===== src/rtl/rgb_seq_pkg.sv =====
// Shared types, palette and helpers for the RGB fade sequencer.
// Channel order inside a 24-bit color is {R, G, B}.
package rgb_seq_pkg;

   typedef enum logic [1:0] {
      IDLE = 2'd0,
      FADE = 2'd1,
      HOLD = 2'd2
   } seq_state_t;

   localparam int NUM_COLORS = 6;

   // Entry 0 sits in the least significant slice: PALETTE[0] = red.
   localparam logic [NUM_COLORS-1:0][23:0] PALETTE = {
      24'hFF00FF,
      24'h0000FF,
      24'h00FFFF,
      24'h00FF00,
      24'hFFFF00,
      24'hFF0000
   };

   function automatic logic [7:0] step_toward(input logic [7:0] cur, input logic [7:0] tgt);
      logic [7:0] res;
      res = cur;
      if (cur < tgt) begin
         res = cur + 8'd1;
      end else if (cur > tgt) begin
         res = cur - 8'd1;
      end
      return res;
   endfunction

   function automatic logic [2:0] next_color(input logic [2:0] idx);
      logic [2:0] res;
      res = idx + 3'd1;
      if (idx >= 3'(NUM_COLORS - 1)) begin
         res = 3'd0;
      end
      return res;
   endfunction

endpackage


===== src/rtl/rgb_pwm.sv =====
// 8-bit free-running PWM for the three LED channels.
// Each output is a registered (counter < duty) compare, so duty 255 gives 255/256 on.
module rgb_pwm (
   input  logic       clk,
   input  logic       rst_n,
   input  logic [7:0] duty_r,
   input  logic [7:0] duty_g,
   input  logic [7:0] duty_b,
   output logic       RGB_R,
   output logic       RGB_G,
   output logic       RGB_B
);

   logic [7:0] cnt_q;
   logic [2:0] rgb_q;

   always_ff @(posedge clk) begin
      if (!rst_n) begin
         cnt_q <= 8'd0;
         rgb_q <= 3'b000;
      end else begin
         cnt_q <= cnt_q + 8'd1;
         rgb_q <= {(cnt_q < duty_r), (cnt_q < duty_g), (cnt_q < duty_b)};
      end
   end

   assign RGB_R = rgb_q[2];
   assign RGB_G = rgb_q[1];
   assign RGB_B = rgb_q[0];

endmodule


===== src/rtl/rgb_fade_sequencer.sv =====
// Steps the LED through the palette: linear fade to each color, hold, advance.
// Owns the step prescaler, hold counter, sequencing FSM and duty registers.
module rgb_fade_sequencer
   import rgb_seq_pkg::*;
#(
   parameter int unsigned CLOCK_FREQUENCY = 12000000,
   parameter int unsigned STEP_CYCLES     = CLOCK_FREQUENCY / 256,
   parameter int unsigned HOLD_STEPS      = 256
) (
   input  logic       clk,
   input  logic       rst_n,
   input  logic       enable,
   input  logic       skip,
   output logic [7:0] duty_r,
   output logic [7:0] duty_g,
   output logic [7:0] duty_b,
   output logic [2:0] color_idx,
   output logic [1:0] state,
   output logic       RGB_R,
   output logic       RGB_G,
   output logic       RGB_B
);

   localparam int PW = (STEP_CYCLES > 1) ? $clog2(STEP_CYCLES) : 1;
   localparam int HW = (HOLD_STEPS > 1) ? $clog2(HOLD_STEPS) : 1;
   localparam logic [PW-1:0] PRESC_LAST = PW'(STEP_CYCLES - 1);
   localparam logic [HW-1:0] HOLD_LAST  = HW'(HOLD_STEPS - 1);

   seq_state_t       state_q, state_d;
   logic [2:0]       idx_q, idx_d;
   logic [2:0][7:0]  duty_q, duty_d, duty_step;
   logic [PW-1:0]    presc_q, presc_d;
   logic [HW-1:0]    hold_q, hold_d;
   logic [23:0]      target;
   logic             run, tick, skip_now;

   assign run      = enable && (state_q != IDLE);
   assign tick     = run && (presc_q == PRESC_LAST);
   assign skip_now = skip && run;
   assign target   = PALETTE[idx_q];

   genvar gi;
   generate
      for (gi = 0; gi < 3; gi++) begin : g_chan
         assign duty_step[gi] = step_toward(duty_q[gi], target[gi*8 +: 8]);
      end
   endgenerate

   always_comb begin
      presc_d = presc_q;
      if (run) begin
         presc_d = tick ? '0 : presc_q + PW'(1);
      end
   end

   // Skip takes priority over a coincident tick: the tick's duty step and
   // hold increment are dropped.
   always_comb begin
      state_d = state_q;
      idx_d   = idx_q;
      duty_d  = duty_q;
      hold_d  = hold_q;
      case (state_q)
         IDLE: begin
            if (enable) begin
               state_d = FADE;
            end
         end
         FADE: begin
            if (skip_now) begin
               idx_d  = next_color(idx_q);
               hold_d = '0;
            end else if (tick) begin
               duty_d = duty_step;
               if (duty_step == target) begin
                  state_d = HOLD;
                  hold_d  = '0;
               end
            end
         end
         HOLD: begin
            if (skip_now) begin
               idx_d   = next_color(idx_q);
               state_d = FADE;
               hold_d  = '0;
            end else if (tick) begin
               if (hold_q == HOLD_LAST) begin
                  idx_d   = next_color(idx_q);
                  state_d = FADE;
                  hold_d  = '0;
               end else begin
                  hold_d = hold_q + HW'(1);
               end
            end
         end
         default: begin
            state_d = IDLE;
         end
      endcase
   end

   always_ff @(posedge clk) begin
      if (!rst_n) begin
         state_q <= IDLE;
         idx_q   <= 3'd0;
         duty_q  <= '0;
         presc_q <= '0;
         hold_q  <= '0;
      end else begin
         state_q <= state_d;
         idx_q   <= idx_d;
         duty_q  <= duty_d;
         presc_q <= presc_d;
         hold_q  <= hold_d;
      end
   end

   assign duty_r    = duty_q[2];
   assign duty_g    = duty_q[1];
   assign duty_b    = duty_q[0];
   assign color_idx = idx_q;
   assign state     = state_q;

   rgb_pwm u_pwm (
      .clk    (clk),
      .rst_n  (rst_n),
      .duty_r (duty_q[2]),
      .duty_g (duty_q[1]),
      .duty_b (duty_q[0]),
      .RGB_R  (RGB_R),
      .RGB_G  (RGB_G),
      .RGB_B  (RGB_B)
   );

endmodule

===== config.mk =====
export PLATFORM = sky130hd
export DESIGN_NAME = rgb_fade_sequencer
export DESIGN_NICKNAME = d
export VERILOG_FILES = /design/src/rtl/rgb_seq_pkg.sv /design/src/rtl/rgb_pwm.sv /design/src/rtl/rgb_fade_sequencer.sv
export SDC_FILE = /design/constraint.sdc
export NUM_CORES = 1
export LEC_CHECK = 0
export CAP_MARGIN = 20
export CORE_ASPECT_RATIO = 0.6
export CORE_MARGIN = 2
export CORE_UTILIZATION = 56
export DETAILED_ROUTE_END_ITERATION = 10
export GPL_ROUTABILITY_DRIVEN = 0
export PLACE_DENSITY = 0.74
export SLEW_MARGIN = 20
export SYNTH_ARGS = -nofsm -noshare
export SYNTH_HDL_FRONTEND = slang
export SYNTH_SLANG_ARGS = --single-unit

===== constraint.sdc =====
create_clock -name clk -period 4.6 [get_ports clk]
set_clock_uncertainty 0.1 [all_clocks]
set_input_delay 1.38 -clock clk [delete_from_list [all_inputs] [get_ports clk]]
set_output_delay 1.38 -clock clk [all_outputs]
set_load 0.1 [all_outputs]

Word-level counts from Yosys, hierarchy flattened
Memories as Yosys holds them, arrays and structs flattened. A register that Yosys moved wholly into a read port is not among the register bits.
Index checks and enable logic that the tools add are counted.
{"block": "op_classes", "n_addsub": 10, "magnitude_cmp": 11, "eq_ne": 14, "muxes": 31, "bitwise": 1, "n_reduce_logical": 10}
{"op": "2-to-1 mux 8 bit", "n": 12}
{"op": "less-than comparator 8 bit", "n": 6}
{"op": "adder 8 x 1 -> 8 bit, second input constant", "n": 5}
{"op": "equality test 24 bit", "n": 1}
{"op": "greater-than comparator 8 bit", "n": 3}
{"op": "2-to-1 mux 24 bit", "n": 1}
{"op": "subtractor 8 x 1 -> 8 bit, second input constant", "n": 3}
{"op": "2-to-1 mux 3 bit", "n": 7}
{"op": "adder 16 x 1 -> 16 bit, second input constant", "n": 1}
{"op": "equality test 16 bit, second input constant", "n": 1}
{"op": "2-to-1 mux 16 bit", "n": 1}
{"op": "one-hot mux 8 bit (2 select lines)", "n": 1}
{"op": "2-to-1 mux 2 bit", "n": 7}
{"op": "inequality test 3 bit, second input constant", "n": 4}
{"op": "inequality test 2 bit, second input constant", "n": 5}
{"op": "equality test 8 bit, second input constant", "n": 1}
{"op": "AND reduction 4 bit", "n": 2}
{"op": "one-hot mux 2 bit (3 select lines)", "n": 1}
{"op": "one-hot mux 3 bit (2 select lines)", "n": 1}
{"op": "AND reduction 6 bit", "n": 1}
{"op": "less-than comparator 3 x 4 -> 1 bit, second input constant", "n": 1}
{"op": "nonzero test 2 bit", "n": 2}
{"op": "adder 3 x 1 -> 3 bit, second input constant", "n": 1}
{"op": "greater-or-equal comparator 3 bit, second input constant", "n": 1}
{"op": "other kinds (6)", "n": 8}
{"block": "totals", "reg_bits": 64, "mem_bits_ro": 192, "in_bits": 4, "out_inout_bits": 32, "elab_cells": 87, "memories": 1}
{"name": "(name not given)", "words": 8, "word_bits": 24, "rd": 1, "rd_clocked_by_memory_dff": 1, "write_ports": 0, "line_no": "rgb_fade_sequencer.sv:40", "source": "assign target = PALETTE[idx_q];"}

Logic depth before layout (Yosys ltp)
{"block": "depth", "ltp_word": 10, "depth_mapped": 14, "mapped_depth_nobuf": 12}

Hierarchy
A second synthesis with hierarchy kept.
{"block": "hier_totals", "hier_cells": 693, "hier_area_um2": 5460.2}
{"module": "rgb_fade_sequencer", "instances": 1, "cells_per_inst": 591, "area_per_inst_um2": 4573.1, "seq_area_each_um2": 1121.1}
{"module": "rgb_pwm", "instances": 1, "cells_per_inst": 102, "area_per_inst_um2": 887.1, "seq_area_each_um2": 220.2}

Worst setup path after synthesis
OpenSTA, ideal clock, no wires.
{"block": "synth_timing", "path_kind": "register -> register", "startpoint": "reg duty_q (netlist bit duty_b[0])", "endpoint": "reg state_q[0], in the netlist state[0]", "setup_time_ps": 129, "t_arrival_ps": 3938, "t_required_ps": 4371, "slack_ps": 433, "path_stages_with_launch": 14, "n_path_buf": 1, "synth_period_minus_slack_ps": 4167, "path_cell_list": "dfxtp_1 > clkbuf_1 > inv_1 > ha_1 > nor2b_2 > o211ai_2 > a21oi_2 > nor4_1 > or3b_4 > a2111o_1 > or4b_1 > a222oi_1 > o21a_1 > a21oi_1"}
{"block": "synth_between", "elab_chain_len": 6, "elab_cells_between_ends": 9, "classes_between": "add/sub (2); order compare (2); eq/ne (2); mux (2); reduce/logical (1)"}
{"item": "start: declaration", "line_no": "rgb_fade_sequencer.sv:31", "source": "logic [2:0][7:0] duty_q, duty_d, duty_step;"}
{"item": "start signal: assignment", "line_no": "rgb_fade_sequencer.sv:112", "source": "duty_q <= duty_d;"}
{"item": "subtractor 8 x 1 -> 8 bit / greater-than comparator 8 bit (equally long branches)", "line_no": "rgb_seq_pkg.sv:29, rgb_seq_pkg.sv:28"}
{"item": "2-to-1 mux 8 bit", "line_no": "rgb_seq_pkg.sv:28", "source": "end else if (cur > tgt) begin"}
{"item": "2-to-1 mux 8 bit (*)", "line_no": "rgb_seq_pkg.sv:26", "source": "if (cur < tgt) begin"}
{"item": "equality test 24 bit (*)", "line_no": "rgb_fade_sequencer.sv:75", "source": "if (duty_step == target) begin"}
{"item": "inequality test 2 bit (no line) (*)"}
{"item": "AND reduction 6 bit (no line) (*)"}
{"item": "end signal: assignment", "line_no": "rgb_fade_sequencer.sv:110", "source": "state_q <= state_d;"}
{"item": "end: declaration", "line_no": "rgb_fade_sequencer.sv:29", "source": "seq_state_t state_q, state_d;"}
Every way passes the cells marked *; elsewhere a longest branch is shown, timed or not.
A chain may end at the register's enable or synchronous reset.

Final worst setup path
{"block": "layout_timing", "startpoint": "in enable", "endpoint": "reg hold_q[2]"}
{"block": "layout_between", "elab_chain_len": 4, "elab_cells_between_ends": 10, "classes_between": "eq/ne (3); mux (3); reduce/logical (4)"}
{"item": "start: declaration", "line_no": "rgb_fade_sequencer.sv:12", "source": "input logic enable,"}
{"item": "logical AND 1 bit (*)", "line_no": "rgb_fade_sequencer.sv:37", "source": "assign run = enable && (state_q != IDLE);"}
{"item": "logical AND 1 bit (on tied branches)", "line_no": "rgb_fade_sequencer.sv:39, rgb_fade_sequencer.sv:38"}
{"item": "inequality test 3 bit (no line) (tied with other cells)"}
{"item": "AND reduction 4 bit (no line) / one-hot mux 8 bit (2 select lines) (equally long branches)"}
{"item": "end signal: assignment", "line_no": "rgb_fade_sequencer.sv:114", "source": "hold_q <= hold_d;"}
{"item": "end: declaration", "line_no": "rgb_fade_sequencer.sv:33", "source": "logic [HW-1:0] hold_q, hold_d;"}
Marked as above.

==> key figures <==
Timing
  • Final number of max-transition violations: 0
  • Total Negative Setup Slacks: 0 ns
  • Slew headroom: 0.3352
  • Tmin final: 4.092 ns
  • Final worst setup slack: 0.5076 ns
  • Measured slew at the worst slew-check pin: 0.9941 ns
  • Final clock period utilization by the worst path: 0.8896
  • Max Clk Rate: 244.4 MHz
  • Setup repair after global routing missed its margin: no
  • Worst-case hold slack: 0.3917 ns
  • Number of setup violations in the final report: 0
  • Number of endpoints with negative hold slack in the final report: 0

Global route
  • Antenna violations before repair: 0
  • Number of global-route vias before repair: 4,965
  • Gr ovfl total: 0
  • Wire length of the first global-routing pass: 24.77 mm
  • GRT Total Usage: 0.2866
  • Largest net degree at the start of global routing: 47

Power and ir drop
  • NetSw: 440.8 uW
  • Leakage power: 2.408 nW
  • Maximum ir drop on the vdd rail: 0.0001829 V
  • Pwr Total: 1.591 mW
  • Switching power as a share of total power: 0.2771
  • Clock network power share: 0.476
  • Cell internal power dissipation: 1.150 mW
  • Power density cells: 251.9 nW/um2
  • Sequential group share of total power: 0.376
  • Share of total power in combinational logic: 0.148

Setup path
  • R2R cell count: 12
  • Worst-path maximum fanout: 5
  • Delay contributed by the slowest stage of the critical path: 0.60 ns
  • Slowest library cell on the worst path: sky130_fd_sc_hd__or4b_2
  • Startpoint of the most critical setup path: enable
  • Critical path endpoint: hold_q[2]
  • Largest delay contributor family on the critical path: compound AO/OA/AOI/OAI gates
  • Crit path depth: 10
  • CP endpoint kind: flip-flop
  • Most numerous cell on the critical path: sky130_fd_sc_hd__o21a_1
  • Crit Reg-Reg Startpoint: duty_g[0]
  • Critical path, cell by cell: clkdlybuf4s50_1 > o21a_1 > nand4_1 > nor2_1 > or4b_2 > a211oi_1 > and4_1 > o22ai_1 > o21a_1 > o221a_1
  • Worst Path Arrival: 4.22 ns
  • CP required: 4.73 ns
  • Critical path launch point type: input pin
  • WS Path Type: input pin to flip-flop
  • CP Buf/Inv Count: 1
  • Reg-to-reg critical path endpoint: state[0]
  • Slack of the worst reg-to-reg path: 0.54 ns

Finish
  • Count of fill cells added during filler insertion: 812
  • Highest-count cells in the layout ignoring fill and taps: sky130_fd_sc_hd__nor2_1, sky130_fd_sc_hd__dfxtp_1, sky130_fd_sc_hd__a21oi_1, sky130_fd_sc_hd__ha_1, sky130_fd_sc_hd__nand2_1
  • Sequential Area: 1341 um2
  • Most common cell after layout, fill and taps aside: sky130_fd_sc_hd__nor2_1
  • Final instance area: 6315 um2
  • Layout net count: 812
  • P&R area growth vs syn: 14.63%
  • Antenna Diode Count: 0
  • Area used by multi-input combinational logic: 3915 um2
  • Layout cells sized above 1: 0.06349

Place
  • Placed cell areas: 5983 um2
  • Hpwl dp: 11.13 mm
  • Placement Setup Slack: 0.1961 ns
  • Count of input and output buffers: 35

Clock network
  • Number of levels the H-tree was split into: 3
  • Cts bufs inserted: 9
  • CTS root buffer: sky130_fd_sc_hd__clkbuf_16
  • Buffers inserted by post-CTS timing repair: 0
  • Clock-pin transition on the worst setup and hold timing paths: 0.06 ns
  • Later-pin clock latency in the skew report: 0.34 ns
  • TritonCTS clock tree: done
  • Maximum root-to-sink buffer count: 2
  • Total of cells resized after clock tree synthesis: 0
  • Clock sinks: 67
  • Hold-fix buffers at CTS: 0

Synth
  • Number of unique standard cell types used by synthesis: 75
  • Sequential fraction of the synthesis area: 0.2435
  • Syn Inst Count: 722
  • Ys flop type: sky130_fd_sc_hd__dfxtp_1
  • Area of the mapped netlist: 5509 um2
  • Asr flop ratio synth: 0
  • Mapped Nets: 783
  • Number of warnings printed during yosys synthesis: 0
  • Register bit count reported by yosys: 67
  • Mapped Avg Cell Area: 7.630 um2
  • Count of flip-flops with a built-in enable after synthesis: 0

Floorplan
  • Die Height: 80.83 um
  • Cell Rows: 27
  • Starting density of the core: 0.5887
  • Die width: 132.0 um
  • Die footprint: 10,670 um2
  • Ports placed on the boundary: 36
  • Area of the core: 9358 um2

Drt
  • Number of detailed-routing iterations run before antenna repair: 5
  • DRC: 0
  • Average wire length per cell after detail routing: 17.06 um
  • Total length of routed wires: 15.11 mm
  • Via Count: 5,718
  • Number of nets with antenna violations after detailed routing: 0
  • Number of DRC markers after the initial detailed-route iteration: 710
  • Via-per-instance ratio: 6.454

Run status
  • Status: completed

Worst hold path
  • Worst min path class: flip-flop to flip-flop

Job
  • Max-cap violations: 0
==> layer usage <==
layer	part of all wire	track usage	vias up
li1	-	-	2749
met5	0	0	-
met3	0.10	0.06804	26
met2	0.41	0.4224	307
met1	0.48	0.4149	2636
met4	0.013	0.08261	0
==> cell families (layout without fill, tap and decap cells) <==
kind of cell	Yosys count	in the layout	share of synthesized area
simple gates	298	298	0.2832
compound gates	201	201	0.2426
flops	67	67	0.2435
buf+inv	65	99	0.04656
fa+ha+maj	57	57	0.1295
xor+xnor	31	31	0.04928
mux	3	3	0.005451
==> flip-flops by register name, summed over array words and instances (netlist names), 3 cells and up <==
signal,cells
target,3
duty_b,8
u_pwm.rgb_q,3
presc_q,16
color_idx,3
hold_q,8
u_pwm.cnt_q,8
duty_g,8
duty_r,8
==> Yosys cell counts, types with 10 or more instances <==
cell type / instances / share of area
sky130_fd_sc_hd__or3_1: 16 / 0.018
sky130_fd_sc_hd__a31oi_1: 14 / 0.016
sky130_fd_sc_hd__nor3_1: 22 / 0.020
sky130_fd_sc_hd__nand4_1: 21 / 0.024
sky130_fd_sc_hd__and3_1: 20 / 0.023
sky130_fd_sc_hd__a211oi_1: 14 / 0.019
sky130_fd_sc_hd__nand3_1: 32 / 0.029
sky130_fd_sc_hd__o21a_1: 11 / 0.015
sky130_fd_sc_hd__nand2_1: 56 / 0.038
sky130_fd_sc_hd__a21oi_1: 59 / 0.054
sky130_fd_sc_hd__nor2_1: 69 / 0.047
sky130_fd_sc_hd__inv_1: 37 / 0.025
sky130_fd_sc_hd__xor2_1: 13 / 0.021
sky130_fd_sc_hd__dfxtp_1: 67 / 0.24
sky130_fd_sc_hd__nand2b_1: 10 / 0.011
sky130_fd_sc_hd__o211ai_1: 13 / 0.018
sky130_fd_sc_hd__clkbuf_1: 17 / 0.012
sky130_fd_sc_hd__ha_1: 57 / 0.13
sky130_fd_sc_hd__xnor2_1: 18 / 0.029
sky130_fd_sc_hd__nor4_1: 15 / 0.017
sky130_fd_sc_hd__o21ai_0: 38 / 0.035
==> per-stage QoR <==
step,utilization,instances
after global placement,0.6394,870
after global routing,0.6748,886
after floorplan,-,722
after detailed placement,0.6394,870
after CTS,0.6744,886
final,0.6748,886
==> worst min-delay path by stage <==
stage,startpoint,endpoint,slack [ns],cells past startpoint
floorplan,u_pwm.cnt_q[0],u_pwm.cnt_q[0],0.34,1
finish,presc_q[10],presc_q[10],0.39,2
detailed placement,presc_q[10],presc_q[10],0.38,2
global placement,hold_q[1],hold_q[1],0.37,2
global route,presc_q[10],presc_q[10],0.43,2
CTS,presc_q[10],presc_q[10],0.39,2
==> final cells by class <==
type	instances	share of cell area
tap	130	0.02576
inverter	38	0.02259
multi-input combinational	590	0.6200
timing repair buffer	45	0.06737
clock inverter	6	0.01407
sequential	67	0.2124
clock buffer	10	0.03784
==> worst min-delay path, delay by kind of cell, from the launching register on <==
kind	cells	cell delay (ns)
compound gates	2	0.13
flops	1	0.32
==> power groups by stage <==
| stage | sequential, mW | combinational [mW] | clock, mW |
|---|---|---|---|
| 5_1_grt | 0.599 | 0.256 | 0.786 |
| 3_5_place_dp | 0.611 | 0.225 | 0 |
| 4_1_cts | 0.598 | 0.226 | 0.763 |
| 3_3_place_gp | 0.610 | 0.217 | 0 |
| 2_1_floorplan | 0.636 | 0.148 | 0 |
| 6_report | 0.599 | 0.235 | 0.757 |
(Power assumes the default switching activity.)
